[src/rtl/input_quant_packer.sv]
// Quantises raw features to 2-bit codes and packs NUM_FEAT of them into one vector.
// Latency: m_valid rises 1 cycle after the closing beat is accepted.
// Backpressure: s_ready follows m_ready while a vector is held, so a new beat can land in the handoff cycle.
module input_quant_packer #(
    parameter int          NUM_FEAT = 3,
    parameter int          IN_W     = 8,
    parameter int unsigned T0       = 64,
    parameter int unsigned T1       = 128,
    parameter int unsigned T2       = 192
) (
    input  logic                  clk,
    input  logic                  rst,
    input  logic                  s_valid,
    output logic                  s_ready,
    input  logic [IN_W-1:0]       s_data,
    input  logic                  s_last,
    output logic                  m_valid,
    input  logic                  m_ready,
    output logic [2*NUM_FEAT-1:0] m_data,
    output logic                  err,
    output logic [15:0]           vec_cnt
);

    localparam int IDX_W = $clog2(NUM_FEAT + 1);
    localparam logic [IN_W:0] T0_L = (IN_W + 1)'(T0);
    localparam logic [IN_W:0] T1_L = (IN_W + 1)'(T1);
    localparam logic [IN_W:0] T2_L = (IN_W + 1)'(T2);

    typedef enum logic {FILL, HOLD} state_t;

    state_t                state_q, state_nxt;
    logic [IDX_W-1:0]      idx_q, idx_nxt;
    logic [2*NUM_FEAT-1:0] data_q, data_nxt;
    logic                  err_q, err_nxt;
    logic [15:0]           cnt_q, cnt_nxt;

    logic [2*NUM_FEAT-1:0] beat_base;
    logic [IDX_W-1:0]      beat_idx;
    logic                  last_slot;
    logic                  accept;

    function automatic logic [1:0] quant(input logic [IN_W-1:0] x);
        logic [IN_W:0] xe;
        xe = {1'b0, x};
        if (xe < T0_L)      return 2'd0;
        else if (xe < T1_L) return 2'd1;
        else if (xe < T2_L) return 2'd2;
        else                return 2'd3;
    endfunction

    assign s_ready = rst && ((state_q == FILL) || m_ready);
    assign accept  = s_valid && s_ready;
    assign m_valid = (state_q == HOLD);
    assign m_data  = data_q;
    assign err     = err_q;
    assign vec_cnt = cnt_q;

    always_comb begin
        state_nxt = state_q;
        idx_nxt   = idx_q;
        data_nxt  = data_q;
        err_nxt   = err_q;
        cnt_nxt   = cnt_q;
        beat_base = data_q;
        beat_idx  = idx_q;
        last_slot = 1'b0;

        // Handoff empties the vector; a concurrent beat then starts the next one at slot 0.
        if (state_q == HOLD && m_ready) begin
            cnt_nxt   = cnt_q + 16'd1;
            state_nxt = FILL;
            idx_nxt   = '0;
            data_nxt  = '0;
            beat_base = '0;
            beat_idx  = '0;
        end

        if (accept) begin
            last_slot = (beat_idx == IDX_W'(NUM_FEAT - 1));
            data_nxt  = beat_base;
            data_nxt[2*int'(beat_idx) +: 2] = quant(s_data);
            idx_nxt   = beat_idx + IDX_W'(1);
            if (s_last || last_slot)
                state_nxt = HOLD;
            // Framing is only clean when s_last coincides with the final slot.
            if (s_last != last_slot)
                err_nxt = 1'b1;
        end
    end

    always_ff @(posedge clk) begin
        if (!rst) begin
            state_q <= FILL;
            idx_q   <= '0;
            data_q  <= '0;
            err_q   <= 1'b0;
            cnt_q   <= 16'd0;
        end else begin
            state_q <= state_nxt;
            idx_q   <= idx_nxt;
            data_q  <= data_nxt;
            err_q   <= err_nxt;
            cnt_q   <= cnt_nxt;
        end
    end

endmodule

[config.mk]
export PLATFORM = sky130hd
export DESIGN_NAME = input_quant_packer
export DESIGN_NICKNAME = d
export VERILOG_FILES = /design/src/rtl/input_quant_packer.sv
export SDC_FILE = /design/constraint.sdc
export NUM_CORES = 1
export LEC_CHECK = 0
export BUFFER_PORTS_ARGS = -buffer_cell sky130_fd_sc_hd__buf_2
export CORE_UTILIZATION = 35
export DETAILED_ROUTE_END_ITERATION = 6
export GPL_ROUTABILITY_DRIVEN = 0
export PLACE_DENSITY = 0.64
export SYNTH_ARGS = -nofsm -noshare
export SYNTH_HDL_FRONTEND = slang
export SYNTH_SLANG_ARGS = --single-unit
[constraint.sdc]
create_clock -name clk -period 2.32 [get_ports clk]
set_input_delay 0.116 -clock clk [delete_from_list [all_inputs] [get_ports clk]]
set_output_delay 0.116 -clock clk [all_outputs]
set_load 0.01 [all_outputs]
==> results of run 1 <==
## per-stage QoR
step	instances	setup WS, ns
global route	225	0.09942
detailed placement	221	0.3811
CTS	225	0.3578
finish	225	0.2508
floorplan	149	0.4626
global placement	221	0.4708
## Yosys cell counts, types with 3 or more instances
master	count	area, um^2
inv_1	9	33.78
o21ai_0	3	15.01
nand3_1	7	35.03
ha_1	7	87.58
nor3_1	6	30.03
nand2_1	12	45.04
nor2_1	13	48.80
nand2b_1	3	18.77
dfxtp_1	26	520.5
xnor2_1	8	70.07
clkbuf_1	4	15.01
a21oi_1	12	60.06
nand4_1	8	50.05
mux2i_1	3	30.03
## cell type report
type,instances,area share (%)
multi-input cells,108,45.48
flip-flops and latches,26,33.55
repair buffers,32,10.48
well taps,46,3.710
clock buffers,3,2.661
inverters,9,2.177
clock inverters,1,1.935
## kinds of logic after synthesis
family / Yosys count / synth area share, %
AND/OR/NAND/NOR: 67 / 29.00
buffers and inverters: 15 / 4.946
flip-flops: 26 / 40.35
XOR/XNOR: 10 / 6.790
adder cells (fa/ha/maj): 7 / 6.789
AO/OA/AOI/OAI: 21 / 9.797
multiplexers: 3 / 2.328
## flip-flops by register name (all words and copies together) (netlist names)
signal,count
err,1
idx_q,2
m_data,6
m_valid,1
vec_cnt,16
## power by group
group	switching, uW	internal (uW)
Clock	149	231
Sequential	5.25	453
Combinational	47.2	27.5
## worst max path at each step
stage / cells after the start / to
detailed placement: 7 / m_data[4]
global placement: 7 / m_data[4]
finish: 7 / m_data[4]
floorplan: 8 / m_data[4]
global route: 7 / m_data[4]
CTS: 7 / m_data[4]
## metal layers
metal  GRT usage [%]  wire [um]
met2           26.22       1300
met1           16.78       1292
met4           6.395         30
met5               0          0
met3           3.285        120
==> impl_summary.txt, run 1 <==
----------------------------------------------------
[Detailed routing]
  Routed len/inst ... 12.20 um
  Pre-Repair DR Iteration Count ... 4
  Residual DRC count ... 0
  Antenna Nets Post-Route ... 0
  Drt via density ... 5.053
  Initial detailed-routing violation count ... 41
  Detailed-route wire length ... 2.744 mm
  Vias after detailed routing ... 1137

[Critical path]
  Slowest cell on the critical path ... a2111oi_0
  Category of the worst setup path launch point ... flop
  Buffer and inverter count on the worst path ... 1
  Max stage delay on crit path ... 0.59 ns
  Reg-to-reg slack, setup ... 0.25 ns
  Element type at the critical path end ... flop
  Critical Path Source ... m_valid
  Reg2Reg Launch Point ... m_valid
  R2r endpoint ... m_data[4]
  Critical path required time ... 2.52 ns
  Cell count of the worst reg-to-reg path ... 7
  Data arrival, critical path ... 2.27 ns
  Cell class contributing the biggest share of worst-path delay ... compound AO/OA/AOI/OAI gates
  Max Fanout on Critical Path ... 9
  Cells along the critical path ... nand2_2 > nand2_1 > ha_1 > inv_1 > a2111oi_0 > nand4_1 > a21oi_1
  Worst Path Class, Setup ... reg2reg

[Synth]
  Most frequently used flop master after synthesis ... dfxtp_1
  Synthesized net count ... 169
  Sequential area share after synthesis ... 40.35%
  Number of warnings issued by yosys ... 0
  Number of enable flip-flop cells after synthesis ... 0
  Proportion of register bits with asynchronous set or reset after synthesis ... 0%
  Distinct cells, synth ... 35
  Synthesized flop and latch total ... 26
  Post-synthesis instance area ... 1290 um^2
  Mean post-synth cell area ... 8.658 um^2
  Cell count after synthesis ... 149

[Final layout]
  Leading cell type in the layout, fill and taps excluded ... buf_2
  Fillers ... 355
  Final core utilization ... 45.07%
  Total area of multi-input combinational cells ... 705.7 um^2
  Nets@finish ... 200
  Design area ... 1551 um^2
  Synthesis-to-layout area growth ... 20.27%
  Number of antenna diodes ... 0
  Area used by sequential logic in the layout ... 520.5 um^2
  Ratio of cells with drive above 1 in the final layout ... 23.46%
  Most used cells in the layout excluding fill and tap cells ... buf_2, dfxtp_1, nor2_1

[Placed design]
  Placed cell area ... 1480 um^2
  Number of input and output port buffers inserted ... 31
  Estimated wirelength of the detail-placed design ... 2.013 mm

[Timing]
  Post-Route Skew ... 0.005891 ns
  Post-route setup TNS ... 0 ns
  Post-Route Hold Slack ... 0.09926 ns
  Hold Violations, Final ... 0
  Slew at the pin closest to its max-slew limit ... 0.6582 ns
  Setup violators final ... 0
  Unrepaired setup endpoints after global routing ... false
  Number of pins with negative max-slew slack in the final report ... 0
  Share of the clock period used by the worst path after layout ... 89.19%
  Fmax ... 0.4833 GHz
  Post-route minimum period ... 2.069 ns
  Relative slew slack ... 54.99%

[Clock tree]
  Latest clock arrival within the worst-skew pair ... 0.27 ns
  Master cell of the clock root buffer ... clkbuf_8
  Clock H-tree levels ... 1
  Number of hold buffers added after CTS ... 0
  Clock Sink Count ... 26
  CTS tree ... done
  Number of buffers between clock root and the deepest sink ... 2
  Cells resized by post-CTS repair ... 0
  Total setup buffers inserted after CTS ... 0
  Post-CTS clock slew at the launch and capture registers of the worst setup and hold paths ... 0.10 ns
  CTS Buf Count ... 3

[Die]
  Effective utilization at floorplan ... 37.48%
  I/O Pins ... 38
  Std-Cell Core Area ... 3442 um^2
  Vertical extent of the die ... 62.71 um
  Number of rows created at floorplan ... 21
  Die area ... 3933 um^2
  Die width ... 62.71 um

[Pwr]
  Peak ir drop on the vdd network ... 0.0002678 V
  Total power of the final layout ... 912.8 uW
  Power per cell area ... 588.3 nW/um^2
  Lkg Pwr ... 0.0006381 uW

[GRT]
  Antenna violations before repair ... 0
  Overall Global Routing Usage ... 14.76%
  Pin count of the biggest net entering global routing ... 21
  Wire length of the first global-routing pass ... 4.623 mm
  Via count of the first global-routing pass ... 1075
  Overflow left after global routing ... 0

[Run status]
  Result of the run ... completed

[Hold path]
  Hold path start ... s_data[7]
  Type of the most critical hold path ... in2reg
  End of the worst hold path ... m_data[1]
  Cells on Worst Hold Path ... 2

[Flow run]
  Number of max-capacitance violations reported ... 0

----------------------------------------------------
Note: power is estimated with default switching activity, not from simulation.
==> inputs of run 2 (changes only) <==
--- a/config.mk
+++ b/config.mk
@@ -5,11 +5,15 @@
 export SDC_FILE = /design/constraint.sdc
 export NUM_CORES = 1
 export LEC_CHECK = 0
+export ABC_CLOCK_PERIOD_IN_PS = 2320
 export BUFFER_PORTS_ARGS = -buffer_cell sky130_fd_sc_hd__buf_2
-export CORE_UTILIZATION = 35
+export CELL_PAD_IN_SITES_DETAIL_PLACEMENT = 1
+export CELL_PAD_IN_SITES_GLOBAL_PLACEMENT = 2
+export CORE_UTILIZATION = 29
+export CTS_CLUSTER_SIZE = 24
 export DETAILED_ROUTE_END_ITERATION = 6
 export GPL_ROUTABILITY_DRIVEN = 0
-export PLACE_DENSITY = 0.64
+export PLACE_DENSITY = 0.84
 export SYNTH_ARGS = -nofsm -noshare
 export SYNTH_HDL_FRONTEND = slang
 export SYNTH_SLANG_ARGS = --single-unit
==> run 2 against run 1 <==
Net effect: combinational power increased by 6.3%; clock skew down 0.0047 ns; setup slack gained 0.041 ns; global-route usage decreased by 0.095 points; flip-flop and latch count is the same; critical endpoint unchanged; largest power group unchanged.
==> impl_summary.txt, run 2 (synthesis gave the netlist of run 1 again) <==
----------------------------------------------------
[Run status]
  Result of the run ... completed

[Detailed routing]
  Routed len/inst ... 14.00 um (+15%)
  Residual DRC count ... 0 (unchanged)
  Pre-Repair DR Iteration Count ... 2 (-2)
  Drt via density ... 5.154 (+2.0%)
  Detailed-route wire length ... 3.191 mm (+16%)
  Vias after detailed routing ... 1175 (+3.3%)
  Initial detailed-routing violation count ... 31 (-24%)
  Antenna Nets Post-Route ... 0 (unchanged)

[Die]
  Number of rows created at floorplan ... 23 (+9.5%)
  Std-Cell Core Area ... 4144 um^2 (+20%)
  I/O Pins ... 38 (unchanged)
  Vertical extent of the die ... 68.70 um (+9.5%)
  Die width ... 68.70 um (+9.5%)
  Effective utilization at floorplan ... 31.13% (-6.3 points)
  Die area ... 4719 um^2 (+20%)

[Clock tree]
  Number of hold buffers added after CTS ... 0 (unchanged)
  Total setup buffers inserted after CTS ... 0 (unchanged)
  Clock H-tree levels ... 1 (unchanged)
  Number of buffers between clock root and the deepest sink ... 2 (unchanged)
  Latest clock arrival within the worst-skew pair ... 0.26 ns (about the same)
  Master cell of the clock root buffer ... clkbuf_8
  Cells resized by post-CTS repair ... 0 (unchanged)
  CTS tree ... done
  CTS Buf Count ... 3 (unchanged)
  Post-CTS clock slew at the launch and capture registers of the worst setup and hold paths ... 0.09 ns (about the same)
  Clock Sink Count ... 26 (unchanged)

[GRT]
  Overflow left after global routing ... 0 (unchanged)
  Via count of the first global-routing pass ... 1143 (+6.3%)
  Overall Global Routing Usage ... 14.67% (-0.095 points)
  Pin count of the biggest net entering global routing ... 21 (unchanged)
  Antenna violations before repair ... 0 (unchanged)
  Wire length of the first global-routing pass ... 5.133 mm (+11%)

[Critical path]
  Reg2Reg Launch Point ... m_valid
  Cell class contributing the biggest share of worst-path delay ... compound AO/OA/AOI/OAI gates
  Critical path required time ... 2.51 ns (about the same)
  Data arrival, critical path ... 2.22 ns (-0.05 ns)
  Category of the worst setup path launch point ... flop
  Cells along the critical path ... nand2_2 > nand2_1 > ha_1 > inv_1 > a2111oi_0 > nand4_1 > a21oi_1
  Max Fanout on Critical Path ... 9 (unchanged)
  R2r endpoint ... m_data[4]
  Element type at the critical path end ... flop
  Worst Path Class, Setup ... reg2reg
  Buffer and inverter count on the worst path ... 1 (unchanged)
  Cell count of the worst reg-to-reg path ... 7 (unchanged)
  Reg-to-reg slack, setup ... 0.29 ns (+0.04 ns)
  Slowest cell on the critical path ... a2111oi_0
  Max stage delay on crit path ... 0.52 ns (-0.07 ns)

[Final layout]
  Leading cell type in the layout, fill and taps excluded ... buf_2
  Fillers ... 526 (+48%)
  Number of non-filler instances in the completed layout ... 228 (+1.3%)
  Ratio of cells with drive above 1 in the final layout ... 23.03% (-0.43 points)
  Nets@finish ... 200 (unchanged)
  Final core utilization ... 36.84% (-8.2 points)
  Most used cells in the layout excluding fill and tap cells ... buf_2, dfxtp_1, nor2_1
  Max FFs per register ... 16 (unchanged)
  Number of antenna diodes ... 0 (unchanged)
  Synthesis-to-layout area growth ... 18.33%

[Pwr]
  Power per cell area ... 517.5 nW/um^2 (-12%)
  Sw Share ... 24.48% (+2.4 points)
  Power Internal ... 596.5 uW (-16%)
  Part of the total power dissipated in sequential elements ... 58.0% (+7.8 points)
  Total power of the final layout ... 789.9 uW (-13%)
  Lkg Pwr ... 0.0006239 uW (-2.2%)
  Peak ir drop on the vdd network ... 0.0002616 V (-2.3%)
  Switching power summed over all nets ... 193.3 uW (-4.2%)
  Clock network power share ... 32.0% (-9.7 points)
  Fraction of power consumed by combinational cells ... 10.1% (+1.9 points)

[Hold path]
  End of the worst hold path ... m_data[0]
  Cells on Worst Hold Path ... 2 (unchanged)
  Type of the most critical hold path ... in2reg
  Hold path start ... s_data[6]

[Timing]
  Hold Violations, Final ... 0 (unchanged)
  Fmax ... 0.4931 GHz (+2.0%)
  Setup violators final ... 0 (unchanged)
  Post-route setup TNS ... 0 ns (unchanged)
  Number of pins with negative max-slew slack in the final report ... 0 (unchanged)
  Worst setup margin ... 0.2919 ns (+0.04107 ns)
  Share of the clock period used by the worst path after layout ... 87.42% (-1.8 points)
  Relative slew slack ... 55.85% (+0.86 points)
  Slew at the pin closest to its max-slew limit ... 0.6616 ns (+0.003392 ns)
  Post-Route Skew ... 0.001233 ns (-0.004658 ns)
  Post-route minimum period ... 2.028 ns (-0.04107 ns)
  Unrepaired setup endpoints after global routing ... false

[Placed design]
  Minimum setup slack after placement ... 0.3435 ns (-0.03758 ns)
  Estimated wirelength of the detail-placed design ... 2.462 mm (+22%)
  Placed Cells ... 225 (+1.8%)
  Number of input and output port buffers inserted ... 31 (unchanged)

[Flow run]
  Number of max-capacitance violations reported ... 0 (unchanged)

----------------------------------------------------
run 2: worst max path at each step:
stage                  from         to  slack [ns]  depth (start not counted)
CTS                 m_valid  m_data[4]        0.32                          7
floorplan           m_valid  m_data[4]        0.46                          8
detailed placement  m_valid  m_data[4]        0.34                          7
finish              m_valid  m_data[4]        0.29                          7
global route        m_valid  m_data[4]        0.19                          7
global placement    m_valid  m_data[4]        0.43                          7
run 2: per-stage QoR:
step	hold slack, ns	cell area (um^2)
finish	0.09250	1526
global route	0.08359	1526
floorplan	0.2415	1290
global placement	0.3704	1485
CTS	0.09165	1526
detailed placement	0.3701	1485
run 2: final cells by class:
type                    instances  area (um^2)  share of cell area [%]
flip-flops and latches         26        520.5                   34.10
clock buffers                   3        41.29                   2.705
inverters                       9        33.78                   2.213
well taps                      50        62.56                   4.098
repair buffers                 32        162.7                   10.66
multi-input cells             108        705.7                   46.23
run 2: routing by layer:
layer | global-route usage [%] | vias to the layer above | part of all wire, %
met3 | 3.454 | 2 | 3.2
met2 | 26.72 | 18 | 51
met5 | 0 | - | 0
met4 | 3.827 | 0 | 0.60
met1 | 17.06 | 571 | 45
li1 | - | 584 | -
run 2: worst reg2reg max path, cell delays in order, from the launching register on:
cell and delay (ns):
dfxtp_1 0.33, nand2_2 0.17, nand2_1 0.19, ha_1 0.35, inv_1 0.08, a2111oi_0 0.52
nand4_1 0.17, a21oi_1 0.15
run 2: power groups by stage:
stage,Clock [uW],Combinational [uW],Sequential [uW]
floorplan,0,51.2,469
global placement,0,73.3,468
detailed placement,0,79.4,468
CTS,262,79.8,458
global route,287,87.7,459
finish,253,79.4,458
==> inputs of run 3 (changes only) <==
--- a/config.mk
+++ b/config.mk
@@ -9,11 +9,12 @@
 export BUFFER_PORTS_ARGS = -buffer_cell sky130_fd_sc_hd__buf_2
 export CELL_PAD_IN_SITES_DETAIL_PLACEMENT = 1
 export CELL_PAD_IN_SITES_GLOBAL_PLACEMENT = 2
-export CORE_UTILIZATION = 29
+export CORE_UTILIZATION = 30
+export CTS_BUF_LIST = sky130_fd_sc_hd__clkbuf_8
 export CTS_CLUSTER_SIZE = 24
 export DETAILED_ROUTE_END_ITERATION = 6
 export GPL_ROUTABILITY_DRIVEN = 0
-export PLACE_DENSITY = 0.84
+export PLACE_DENSITY = 0.86
 export SYNTH_ARGS = -nofsm -noshare
 export SYNTH_HDL_FRONTEND = slang
 export SYNTH_SLANG_ARGS = --single-unit
==> run 3 against run 2 <==
Net effect: die area is 3.2% lower; fmax is 1.2% higher; global-route usage is 0.22 points higher; clock skew is 0.0013 ns higher; routed wire length is 1.4% lower; clock-buffer cell count stayed put; cell count stayed put; total power is 0.46% lower; worst hold slack better by 0.0090 ns; critical endpoint unchanged.
==> impl_summary.txt, run 3 (synthesis gave the netlist of run 1 again) <==
----------------------------------------------------
[Pwr]
  Power per cell area ... 515.1 nW/um^2 (-0.46%)
  Switching power summed over all nets ... 189.9 uW (-1.8%)
  Power Internal ... 596.3 uW (about the same)
  Clock network power share ... 32.1% (about the same)
  Lkg Pwr ... 0.0006239 uW (unchanged)
  Peak ir drop on the vdd network ... 0.0002687 V (+2.7%)
  Part of the total power dissipated in sequential elements ... 58.2% (+0.2 points)
  Fraction of power consumed by combinational cells ... 9.7% (-0.4 points)
  Sw Share ... 24.16% (-0.32 points)

[Placed design]
  Placed cell area ... 1485 um^2 (unchanged)
  Estimated wirelength of the detail-placed design ... 2.384 mm (-3.2%)
  Number of input and output port buffers inserted ... 31 (unchanged)

[Detailed routing]
  Drt via density ... 5.039 (-2.2%)
  Pre-Repair DR Iteration Count ... 4 (+2)
  Initial detailed-routing violation count ... 27 (-13%)
  Vias after detailed routing ... 1149 (-2.2%)
  Residual DRC count ... 0 (unchanged)
  Routed len/inst ... 13.79 um (-1.4%)
  Detailed-route wire length ... 3.145 mm (-1.4%)
  Antenna Nets Post-Route ... 0 (unchanged)

[Hold path]
  Type of the most critical hold path ... in2reg
  End of the worst hold path ... m_data[1]
  Cells on Worst Hold Path ... 2 (unchanged)
  Hold path start ... s_data[7]

[Die]
  Vertical extent of the die ... 67.58 um (-1.6%)
  Die area ... 4566 um^2 (-3.2%)
  Std-Cell Core Area ... 4058 um^2 (-2.1%)
  Die width ... 67.58 um (-1.6%)
  Number of rows created at floorplan ... 23 (unchanged)
  I/O Pins ... 38 (unchanged)
  Effective utilization at floorplan ... 31.79% (+0.66 points)

[Clock tree]
  Total setup buffers inserted after CTS ... 0 (unchanged)
  Number of buffers between clock root and the deepest sink ... 2 (unchanged)
  Master cell of the clock root buffer ... clkbuf_8
  Clock H-tree levels ... 1 (unchanged)
  Cells resized by post-CTS repair ... 0 (unchanged)
  Clock Sink Count ... 26 (unchanged)
  Post-CTS clock slew at the launch and capture registers of the worst setup and hold paths ... 0.09 ns (about the same)
  CTS Buf Count ... 3 (unchanged)
  CTS tree ... done
  Number of hold buffers added after CTS ... 0 (unchanged)
  Latest clock arrival within the worst-skew pair ... 0.26 ns (about the same)

[Flow run]
  Number of max-capacitance violations reported ... 0 (unchanged)

[Timing]
  Post-route setup TNS ... 0 ns (unchanged)
  Hold Violations, Final ... 0 (unchanged)
  Number of pins with negative max-slew slack in the final report ... 0 (unchanged)
  Share of the clock period used by the worst path after layout ... 86.42% (-1.0 points)
  Fmax ... 0.4988 GHz (+1.2%)
  Relative slew slack ... 56.25% (+0.40 points)
  Post-route minimum period ... 2.005 ns (-0.02320 ns)
  Post-Route Skew ... 0.002565 ns (+0.001332 ns)
  Setup violators final ... 0 (unchanged)
  Slew at the pin closest to its max-slew limit ... 0.6556 ns (-0.005994 ns)
  Unrepaired setup endpoints after global routing ... false

[Critical path]
  Max Fanout on Critical Path ... 9 (unchanged)
  Element type at the critical path end ... flop
  Max stage delay on crit path ... 0.50 ns (-0.02 ns)
  Data arrival, critical path ... 2.19 ns (-0.03 ns)
  Cell count of the worst reg-to-reg path ... 7 (unchanged)
  Category of the worst setup path launch point ... flop
  Reg-to-reg slack, setup ... 0.32 ns (+0.02 ns)
  Worst Path Class, Setup ... reg2reg
  Slowest cell on the critical path ... a2111oi_0
  R2r endpoint ... m_data[4]
  Critical path required time ... 2.51 ns (about the same)
  Cells along the critical path ... nand2_2 > nand2_1 > ha_1 > inv_1 > a2111oi_0 > nand4_1 > a21oi_1
  Reg2Reg Launch Point ... m_valid

[GRT]
  Via count of the first global-routing pass ... 1128 (-1.3%)
  Overall Global Routing Usage ... 14.89% (+0.22 points)
  Overflow left after global routing ... 0 (unchanged)
  Wire length of the first global-routing pass ... 5.133 mm (unchanged)
  Antenna violations before repair ... 0 (unchanged)
  Pin count of the biggest net entering global routing ... 21 (unchanged)

[Final layout]
  Most used cells in the layout excluding fill and tap cells ... buf_2, dfxtp_1, nor2_1
  Design area ... 1526 um^2 (unchanged)
  Number of antenna diodes ... 0 (unchanged)
  Synthesis-to-layout area growth ... 18.33% (unchanged)
  Max FFs per register ... 16 (unchanged)
  Nets@finish ... 200 (unchanged)
  Ratio of cells with drive above 1 in the final layout ... 23.03% (unchanged)
  Leading cell type in the layout, fill and taps excluded ... buf_2

[Run status]
  Result of the run ... completed

----------------------------------------------------
## run 3: cell counts in the layout (fill, tap and decap cells not counted)
No cell type changed its count.
## run 3: worst max-delay path by stage
stage | slack (ns) | depth (start not counted) | from | end
finish | 0.32 | 7 | m_valid | m_data[4]
detailed placement | 0.34 | 7 | m_valid | m_data[4]
global route | 0.15 | 7 | m_valid | m_data[4]
global placement | 0.46 | 7 | m_valid | m_data[4]
floorplan | 0.46 | 8 | m_valid | m_data[4]
CTS | 0.32 | 7 | m_valid | m_data[4]
## run 3: worst max-delay path, delay by kind of cell, from the launching register on
kind | cells | cell delay [ns]
adder cells (fa/ha/maj) | 1 | 0.34
AND/OR/NAND/NOR | 3 | 0.54
flip-flops | 1 | 0.33
AO/OA/AOI/OAI | 2 | 0.65
buffers and inverters | 1 | 0.06
## run 3: power groups by stage
stage               clock (uW)  sequential, uW  combinational [uW]
floorplan                    0             469                51.2
global placement             0             468                73.2
detailed placement           0             468                77.4
CTS                        260             458                77.5
global route               275             459                86.2
finish                     252             458                76.3
## run 3: through the flow
stage / hold WS (ns) / util [%] / instances / total power, uW / setup WS (ns)
2_1_floorplan: 0.2415 / - / 149 / 520.6 / 0.4626
3_3_place_gp: 0.3754 / 36.60 / 225 / 541.2 / 0.4574
3_5_place_dp: 0.3652 / 36.60 / 225 / 545.6 / 0.3427
4_1_cts: 0.09374 / 37.62 / 228 / 795.1 / 0.3228
5_1_grt: 0.1219 / 37.62 / 228 / 820.2 / 0.1496
6_report: 0.1015 / 37.62 / 228 / 786.2 / 0.3151
## run 3: layout make-up
type | instances | area [um^2]
Timing Repair Buffer | 32 | 162.7
Clock buffer | 3 | 41.29
Inverter | 9 | 33.78
Fill cell | 505 | 2531
Sequential cell | 26 | 520.5
Multi-Input combinational cell | 108 | 705.7
Tap cell | 50 | 62.56
## run 3: layer usage
layer,part of all wire [%],track usage (%),wire [um]
met3,3.3,2.027,105
met2,51,27.10,1595
met5,0,0,0
met4,0.54,3.989,17
met1,45,17.97,1427
